## config.mk

```make
export PLATFORM = sky130hd
export DESIGN_NAME = pipe_regfile_flat
export DESIGN_NICKNAME = d
export VERILOG_FILES = /design/src/rtl/pipe_regfile_pkg.sv /design/src/rtl/pipe_regfile_if.sv /design/src/rtl/pipe_regfile_scoreboard.sv /design/src/rtl/pipe_regfile.sv /design/src/flat_wrapper.sv
export SDC_FILE = /design/constraint.sdc
export NUM_CORES = 1
export LEC_CHECK = 0
export CAP_MARGIN = 20
export CORE_MARGIN = 5
export CORE_UTILIZATION = 45
export CTS_CLUSTER_SIZE = 20
export DETAILED_ROUTE_END_ITERATION = 16
export PLACE_DENSITY = 0.59
export SLEW_MARGIN = 20
export SYNTH_ARGS = -nofsm -noshare
export SYNTH_HDL_FRONTEND = slang
export SYNTH_SLANG_ARGS = --single-unit
```

## constraint.sdc

```tcl
create_clock -name clk -period 4.7 [get_ports clk]
set_clock_uncertainty 0.1 [all_clocks]
set_input_delay 0.94 -clock clk [delete_from_list [all_inputs] [get_ports clk]]
set_output_delay 0.94 -clock clk [all_outputs]
set_load 0.03 [all_outputs]
```

## src/rtl/pipe_regfile_pkg.sv

```systemverilog
`default_nettype none
// ============================================================================
// regfile_pkg : default geometry and shared types for pipe_regfile
// Rev 1.0
// ============================================================================
package regfile_pkg;

  localparam int DEF_DATA_W = 8;
  localparam int DEF_DEPTH  = 16;
  localparam int DEF_NUM_RD = 3;
  localparam int DEF_ADDR_W = $clog2(DEF_DEPTH);

  typedef logic [DEF_ADDR_W-1:0] reg_addr_t;
  typedef logic [DEF_DATA_W-1:0] reg_data_t;

endpackage
`default_nettype wire

```

## src/rtl/pipe_regfile_if.sv

```systemverilog
`default_nettype none
// ============================================================================
// pipe_regfile_if : read, writeback and reservation bus of pipe_regfile
// Rev 1.0
// ============================================================================
interface pipe_regfile_if #(
  parameter int DATA_W = 8,
  parameter int DEPTH  = 16,
  parameter int NUM_RD = 3
);
  localparam int ADDR_W = $clog2(DEPTH);

  logic [NUM_RD*ADDR_W-1:0] rd_addr;
  logic [NUM_RD*DATA_W-1:0] rd_data;
  logic [NUM_RD-1:0]        rd_busy;
  logic                     wr_en;
  logic [ADDR_W-1:0]        wr_addr;
  logic [DATA_W-1:0]        wr_data;
  logic                     rsv_en;
  logic [ADDR_W-1:0]        rsv_addr;
  logic                     rsv_ready;

  modport master (
    output rd_addr, wr_en, wr_addr, wr_data, rsv_en, rsv_addr,
    input  rd_data, rd_busy, rsv_ready
  );

  modport slave (
    input  rd_addr, wr_en, wr_addr, wr_data, rsv_en, rsv_addr,
    output rd_data, rd_busy, rsv_ready
  );
endinterface
`default_nettype wire

```

## src/rtl/pipe_regfile_scoreboard.sv

```systemverilog
`default_nettype none
// ============================================================================
// regfile_scoreboard : per-register busy bits, set on reservation, cleared on writeback
// Rev 1.0
// ============================================================================
module regfile_scoreboard #(
  parameter int DEPTH  = 16,
  parameter int NUM_RD = 3,
  parameter int ADDR_W = $clog2(DEPTH)
) (
  input  wire logic                     clk,
  input  wire logic                     rst,
  input  wire logic                     wr_en_i,
  input  wire logic [ADDR_W-1:0]        wr_addr_i,
  input  wire logic                     rsv_en_i,
  input  wire logic [ADDR_W-1:0]        rsv_addr_i,
  input  wire logic [NUM_RD*ADDR_W-1:0] rd_addr_i,
  output logic      [NUM_RD-1:0]        rd_busy_o,
  output logic                          rsv_ready_o
);

  logic [DEPTH-1:0] busy_q;
  logic [DEPTH-1:0] busy_d;

  assign rsv_ready_o = (rsv_addr_i == '0) || !busy_q[rsv_addr_i];

  // Set is applied after clear so a same-address reservation wins over writeback.
  always_comb begin
    busy_d = busy_q;
    if (wr_en_i) begin
      busy_d[wr_addr_i] = 1'b0;
    end
    if (rsv_en_i && rsv_ready_o) begin
      busy_d[rsv_addr_i] = 1'b1;
    end
    busy_d[0] = 1'b0;
  end

  always_ff @(posedge clk) begin
    if (rst) begin
      busy_q <= '0;
    end else begin
      busy_q <= busy_d;
    end
  end

  for (genvar k = 0; k < NUM_RD; k++) begin : g_lookup
    assign rd_busy_o[k] = busy_q[rd_addr_i[k*ADDR_W +: ADDR_W]];
  end

endmodule
`default_nettype wire

```

## src/rtl/pipe_regfile.sv

```systemverilog
`default_nettype none
// ============================================================================
// pipe_regfile : NUM_RD-read / 1-write register file with busy scoreboard
// Optional write-through forwarding: define PIPE_REGFILE_BYPASS_EN.  Rev 1.0
// ============================================================================
module pipe_regfile
  import regfile_pkg::*;
#(
  parameter int DATA_W = DEF_DATA_W,
  parameter int DEPTH  = DEF_DEPTH,
  parameter int NUM_RD = DEF_NUM_RD
) (
  input wire logic     clk,
  input wire logic     rst,
  pipe_regfile_if.slave bus
);

  localparam int ADDR_W = $clog2(DEPTH);

  logic [DATA_W-1:0] mem_q [DEPTH];
  logic [NUM_RD-1:0] sb_busy;

  // Identity reset keeps ISA-visible state equal to the old read-only table.
  always_ff @(posedge clk) begin
    if (rst) begin
      for (int i = 0; i < DEPTH; i++) begin
        mem_q[i] <= DATA_W'(i);
      end
    end else if (bus.wr_en && (bus.wr_addr != '0)) begin
      mem_q[bus.wr_addr] <= bus.wr_data;
    end
  end

  regfile_scoreboard #(
    .DEPTH  (DEPTH),
    .NUM_RD (NUM_RD),
    .ADDR_W (ADDR_W)
  ) u_scoreboard (
    .clk         (clk),
    .rst         (rst),
    .wr_en_i     (bus.wr_en),
    .wr_addr_i   (bus.wr_addr),
    .rsv_en_i    (bus.rsv_en),
    .rsv_addr_i  (bus.rsv_addr),
    .rd_addr_i   (bus.rd_addr),
    .rd_busy_o   (sb_busy),
    .rsv_ready_o (bus.rsv_ready)
  );

  for (genvar k = 0; k < NUM_RD; k++) begin : g_rd
    logic [ADDR_W-1:0] addr;
    logic [DATA_W-1:0] stored;

    assign addr   = bus.rd_addr[k*ADDR_W +: ADDR_W];
    assign stored = mem_q[addr];

`ifdef PIPE_REGFILE_BYPASS_EN
    logic hit;
    assign hit = bus.wr_en && (bus.wr_addr == addr) && (addr != '0);
    assign bus.rd_data[k*DATA_W +: DATA_W] = hit ? bus.wr_data : stored;
    assign bus.rd_busy[k] = sb_busy[k] & ~hit;
`else
    assign bus.rd_data[k*DATA_W +: DATA_W] = stored;
    assign bus.rd_busy[k] = sb_busy[k];
`endif
  end

endmodule
`default_nettype wire

```

## src/flat_wrapper.sv

```systemverilog
// flat-port wrapper written by rule: the top's interface ports become plain ports
module pipe_regfile_flat import regfile_pkg::*;
#(
  parameter int DATA_W = DEF_DATA_W,
  parameter int DEPTH  = DEF_DEPTH,
  parameter int NUM_RD = DEF_NUM_RD
)
  (clk, rst, bus_rd_addr, bus_wr_en, bus_wr_addr, bus_wr_data, bus_rsv_en, bus_rsv_addr, bus_rd_data, bus_rd_busy, bus_rsv_ready);
  pipe_regfile_if #(.DATA_W(DATA_W), .DEPTH(DEPTH), .NUM_RD(NUM_RD)) bus_i ();
  input wire logic clk;
  input wire logic rst;
  input wire logic [$bits(bus_i.rd_addr)-1:0] bus_rd_addr;
  input wire logic [$bits(bus_i.wr_en)-1:0] bus_wr_en;
  input wire logic [$bits(bus_i.wr_addr)-1:0] bus_wr_addr;
  input wire logic [$bits(bus_i.wr_data)-1:0] bus_wr_data;
  input wire logic [$bits(bus_i.rsv_en)-1:0] bus_rsv_en;
  input wire logic [$bits(bus_i.rsv_addr)-1:0] bus_rsv_addr;
  output wire logic [$bits(bus_i.rd_data)-1:0] bus_rd_data;
  output wire logic [$bits(bus_i.rd_busy)-1:0] bus_rd_busy;
  output wire logic [$bits(bus_i.rsv_ready)-1:0] bus_rsv_ready;
  assign bus_i.rd_addr = bus_rd_addr;
  assign bus_i.wr_en = bus_wr_en;
  assign bus_i.wr_addr = bus_wr_addr;
  assign bus_i.wr_data = bus_wr_data;
  assign bus_i.rsv_en = bus_rsv_en;
  assign bus_i.rsv_addr = bus_rsv_addr;
  assign bus_rd_data = bus_i.rd_data;
  assign bus_rd_busy = bus_i.rd_busy;
  assign bus_rsv_ready = bus_i.rsv_ready;
  pipe_regfile #(.DATA_W(DATA_W), .DEPTH(DEPTH), .NUM_RD(NUM_RD)) u_core (.clk(clk), .rst(rst), .bus(bus_i));
endmodule
```

==> results of run 1 <==
==> where the power goes <==
group | internal [W] | leakage [nW] | switching (W)
clock network | 0.000896 | 0.306 | 0.000563
registers | 0.00146 | 1.36 | 0.0000573
logic | 0.000297 | 1.97 | 0.000350
total | 0.00265 | 3.64 | 0.000970
==> worst max-delay path, delay by kind of cell <==
| family | cells | cell delay [ps] |
|---|---|---|
| and+or+nand+nor | 2 | 1040 |
| AOI/OAI and AO/OA | 1 | 210 |
| buffers and inverters | 2 | 1300 |
==> cells in the final DEF, fill, tap and decap left out, drive strengths merged, types with 9 or more instances in the layout <==
cell	Yosys	layout
nor2	19	19
a22oi	48	48
edfxtp	128	128
mux2i	9	9
or3	29	29
dfxtp	15	15
clkbuf	34	17
and2	91	91
nand2b	15	15
clkdlybuf4s50	0	53
o21ai	16	16
inv	11	14
mux4	105	105
nand2	29	29
buf	33	47
==> stage by stage <==
| step | area (µm²) | setup WS, ps |
|---|---|---|
| floorplan | 9090 | 1480 |
| global placement | 10000 | 255 |
| detailed placement | 10000 | 227 |
| CTS | 10700 | 231 |
| global route | 10700 | 45.8 |
| finish | 10700 | 163 |
==> path summary, 6_finish.rpt <==
| check | startpoint | to | slack (ps) | cells after the start |
|---|---|---|---|---|
| min | u_core.u_scoreboard.busy_q[4] | u_core.u_scoreboard.busy_q[4] | 440 | 2 |
| max | bus_rd_addr[3] | bus_rd_data[0] | 160 | 5 |
| max reg2reg | u_core.u_scoreboard.busy_q[8] | u_core.u_scoreboard.busy_q[8] | 3120 | 3 |
| min reg2reg | u_core.u_scoreboard.busy_q[4] | u_core.u_scoreboard.busy_q[4] | 440 | 2 |
==> layout make-up <==
cell class / instances / area share, %
clock buffer: 17 / 3.99
clock inverter: 15 / 1.96
inverter: 11 / 0.387
multi-input combinational: 449 / 42.9
sequential: 143 / 38.9
tap: 270 / 3.17
timing repair buffer: 100 / 8.73
==> kinds of logic (layout without fill, tap and decap cells) <==
kind of cell	count (synthesis)	after routing	share of synthesized area, %
other	1	8	0.0414
AO/OA/AOI/OAI	102	102	7.87
AND/OR/NAND/NOR	221	221	14.6
multiplexers	118	118	27.6
flip-flops	143	143	45.7
buffers and inverters	78	143	4.18
==> state kept, by name, indices dropped and copies added, names as in the netlist <==
name,cells
u_core.u_scoreboard.busy_q,15
u_core.mem_q,128
==> layer usage <==
| metal | global-route usage (%) | vias up | wire, µm |
|---|---|---|---|
| li1 | - | 2757 | - |
| met2 | 40.5 | 341 | 14100 |
| met1 | 31.6 | 3334 | 10800 |
| met4 | 11.6 | 4 | 1250 |
| met3 | 6.37 | 70 | 2450 |
| met5 | 0 | - | 33 |
==> results.yml, run 1 <==
drt:
  drt-vias-per-instance: 6.47
  firstDrtPassIters: 5
  routed_wl_mm: 28.6
  drtAntennaViolNets: 0
  drt_first_iter_violations: 684
  drc: 0
  wl_per_cell_um: 28.5
  vias: 6506
synthesis:
  yosysUniqueCellTypes: 50
  yosysMostFrequentCell: "edfxtp_1"
  ys_seq_elements: 143
  synth_edf_count: 128
  syn_avg_cell_area_um2: 13.7
  netlist_top_cells_count: "128 x edfxtp_1, 103 x mux4_2, 91 x and2_1"
  synth_area_leaders: "edfxtp_1 42%, mux4_2 26%, and2_1 6.3%"
  synth_seq_area_share_pct: 45.7
  syn_inst: 663
  postSynth.asyncResetShare_pct: 0
  yosys.area.top_type: "edfxtp_1"
  yosys_warnings: 0
  synth_top_area_share_pct: 42.4
  synth_top_flop_cell: "edfxtp_1"
  syn_area_mm2: 0.00907
setup_path:
  cp.arrival_ps: 3500
  cp_slowest_cell: "nor2_1"
  cpPeakStageDelay_ps: 890
  crit_type: "input port to primary output"
  crit_top_cell: "clkdlybuf4s50_1"
  worstPathMaxFanout: 10
  critPathLaunchType: "input port"
  critical_path_required_ps: 3660
  cp_cell_sequence: "clkdlybuf4s50_1 -> nor2_1 -> a22oi_1 -> nand2_1 -> clkdlybuf4s50_1"
  end_kind: "primary output"
min_path:
  min_path_type: "flip-flop to flip-flop"
clock_network:
  cts_tree: "done"
  cts_resized: 0
  post_cts_buffers: 0
  path_clk_slew_ps: 60
  cts_root_buf: "clkbuf_16"
  clock_latency_ps: 420
  cts_buffers: 17
  htreeDepth: 4
  postCtsHoldBufs: 0
  clockBufferDepth: 2
  clock_sinks: 143
run:
  cap_viol_max_count: 0
grt:
  antenna_found_initial: 2
  track_usage_pct: 24.9
  grt_pass1_wl_mm: 43.1
  grt_pass1_vias: 6772
  grt_overflow: 0
  grt_max_degree: 36
pwr:
  irDropWorstVdd_mv: 0.232
  leakage_nw: 3.64
  power.total_w: 0.00362
  power_density_mw_per_mm2: 340
cells_and_area:
  diodes: 0
  multi_input_area_mm2: 0.00457
  fillers: 1702
  post-route-util_pct: 53.2
  area_delta_synth_final_pct: 17.6
  fin_cells: 1005
  regArea_mm2: 0.00414
  nets: 754
  drive_gt1_share_pct: 26.8
sta:
  worst_pin_slew_ps: 1050
  fin_crit_sh_pct: 96.5
  maxSlewHeadroom_pct: 29.7
  finalHoldViolCount: 0
  rsz0062_at_grt: "no"
  tns_ps: 0
  setup_viol: 0
  hold-worst-slack_ps: 443
  slew_violations: 0
  fmax_ghz: 0.220
  period_needed_ps: 4540
die:
  die_area_mm2: 0.0231
  io_pins: 60
  dieHeight_um: 152
  start_util_pct: 45.2
  die_w_um: 152
  row_count: 52
  core-area_mm2: 0.0200
placed_design:
  portBuffers: 59
  dpl.cell_count: 973
  globalplace.congestion: 0.906
  hpwl_mm: 20.6
status:
  status: "completed"
Note: power is estimated with default switching activity, not from simulation.
==> run 2: changes to the inputs <==
- SLEW_MARGIN: 20 -> 15
==> results of run 2 <==
Same layout as run 1: the final DEF is identical, and so are final timing and power.
==> run 3: changes to the inputs <==
- clock period: 4.7 -> 5.35 ns (I/O delays scaled with it)
==> run 3 against run 2 <==
Clock-buffer cell count did not move. Clock power fell by 19%. First-iteration DRC count rose by 21%. Register-to-register slack improved by 660 ps. Worst setup slack improved by 420 ps. Critical path type unchanged. Critical endpoint is now bus_rsv_ready.
==> results.yml, run 3 (synthesized netlist as in run 1, its figures left out) <==
die:
  die_area_mm2: 0.0231
  io_pins: 60
  start_util_pct: 45.2
  dieHeight_um: 152
  die_w_um: 152
  row_count: 52
  core-area_mm2: 0.0200
cells_and_area:
  fillers: 1746
  multi_input_area_mm2: 0.00458
  max_flop_register: "u_core.mem_q"
  nets: 755
  final_common_cell: "edfxtp_1"
  reg.largest.list: "u_core.mem_q: 128 flops, u_core.u_scoreboard.busy_q: 15 flops"
  post-route-util_pct: 52.8
  drive_gt1_share_pct: 27.0
  final_cell_mix: "128 x edfxtp_1, 103 x mux4_2, 91 x and2_1"
  finish.instance_area_mm2: 0.0106
  largest_register_ffs: 128
  diodes: 0
  regArea_mm2: 0.00414
  area_delta_synth_final_pct: 16.6
setup_path:
  ff2ff_setup_slack_ps: 3780
  cp.arrival_ps: 3600
  critPathLaunchType: "input port"
  end_kind: "primary output"
  worstPathMaxFanout: 13
  timing.rr.end: "u_core.u_scoreboard.busy_q[8]"
  r2r-start: "u_core.u_scoreboard.busy_q[8]"
  critical_path_required_ps: 4180
  crit_type: "input port to primary output"
  reg2reg_depth: 3
min_path:
  holdCritStartpoint: "u_core.u_scoreboard.busy_q[1]"
  min_path_type: "flip-flop to flip-flop"
  holdPathStages: 2
  min_to: "u_core.u_scoreboard.busy_q[1]"
pwr:
  irDropWorstVdd_mv: 0.229
  power.total_w: 0.00306
  pwr-share-seq_pct: 43.6
  leakage_nw: 3.61
  power_density_mw_per_mm2: 290
  p_comb_share_pct: 17.9
  netSwitchingPower_w: 0.000832
  switching_share_pct: 27.2
  p_clk_share_pct: 38.5
  p_int_w: 0.00223
clock_network:
  clockBufferDepth: 2
  clock_latency_ps: 430
  htreeDepth: 4
  post_cts_buffers: 0
  clock_sinks: 143
  cts_root_buf: "clkbuf_16"
  cts_buffers: 17
  cts_resized: 0
  cts_tree: "done"
  path_clk_slew_ps: 60
  postCtsHoldBufs: 0
drt:
  drc: 0
  drt_first_iter_violations: 828
  drtAntennaViolNets: 0
  drt-vias-per-instance: 6.38
  wl_per_cell_um: 26.9
  firstDrtPassIters: 5
  vias: 6420
  routed_wl_mm: 27.0
sta:
  maxSlewHeadroom_pct: 39.6
  finalHoldViolCount: 0
  worst_pin_slew_ps: 903
  rsz0062_at_grt: "no"
  fin_crit_sh_pct: 89.1
  fmax_ghz: 0.210
  setup_viol: 0
  tns_ps: 0
  hold-worst-slack_ps: 428
  period_needed_ps: 4770
  slew_violations: 0
grt:
  grt_max_degree: 33
  grt_pass1_wl_mm: 42.0
  grt_pass1_vias: 6812
  track_usage_pct: 23.8
  grt_overflow: 0
  antenna_found_initial: 0
placed_design:
  portBuffers: 59
  globalplace.congestion: 0.833
  dpl-instance-area_mm2: 0.00998
  hpwl_mm: 19.7
run:
  cap_viol_max_count: 0
status:
  status: "completed"
==> run 3: cell count changes in the layout (fill, tap and decap cells not counted) <==
cell,delta
buf_12,-4
buf_4,+4
bufinv_16,-2
clkinv_2,+2
buf_2,+1
clkinvlp_4,-1
inv_6,+1
nor3_1,-1
nor3_2,+1
==> run 3: layout make-up <==
cell class	instances	area share [%]
clock buffer	17	4.02
tap	270	3.19
multi-input combinational	449	43.3
inverter	11	0.390
timing repair buffer	101	8.38
sequential	143	39.2
clock inverter	15	1.51
==> run 3: metrics by stage <==
step / setup WS, ps / std cells
2_1_floorplan: 1870 / 670
3_3_place_gp: 597 / 973
3_5_place_dp: 589 / 973
4_1_cts: 568 / 1005
5_1_grt: 434 / 1006
6_report: 583 / 1006
==> run 3: how the worst max path moves through the flow <==
stage,startpoint,end,slack (ps),cells after the start
global placement,bus_rd_addr[4],bus_rd_data[12],600,6
CTS,bus_rsv_addr[0],bus_rsv_ready,570,5
finish,bus_rsv_addr[0],bus_rsv_ready,580,5
detailed placement,bus_rsv_addr[0],bus_rsv_ready,590,5
floorplan,bus_rd_addr[2],bus_rd_busy[0],1870,4
global route,bus_rd_addr[4],bus_rd_data[12],430,6
==> run 3: power by group through the flow <==
stage	sequential (W)	combinational [W]	clock, W
global placement	0.00135	0.000542	0
floorplan	0.00133	0.000361	0
detailed placement	0.00136	0.000548	0
CTS	0.00133	0.000549	0.00119
global route	0.00134	0.000577	0.00125
finish	0.00133	0.000549	0.00118
==> run 3: routing by layer <==
layer / wire length (µm) / up-vias / track usage, %
met4: 1010 / 0 / 10.1
met5: 0 / - / 0
li1: - / 2763 / -
met1: 10600 / 3264 / 31.1
met2: 13500 / 328 / 39.6
met3: 1840 / 65 / 3.95
==> run 3: worst max-delay path: stages <==
cell,delay [ps]
clkdlybuf4s50_1,780
mux4_2,590
nor3b_2,340
a211o_1,150
clkdlybuf4s50_1,670
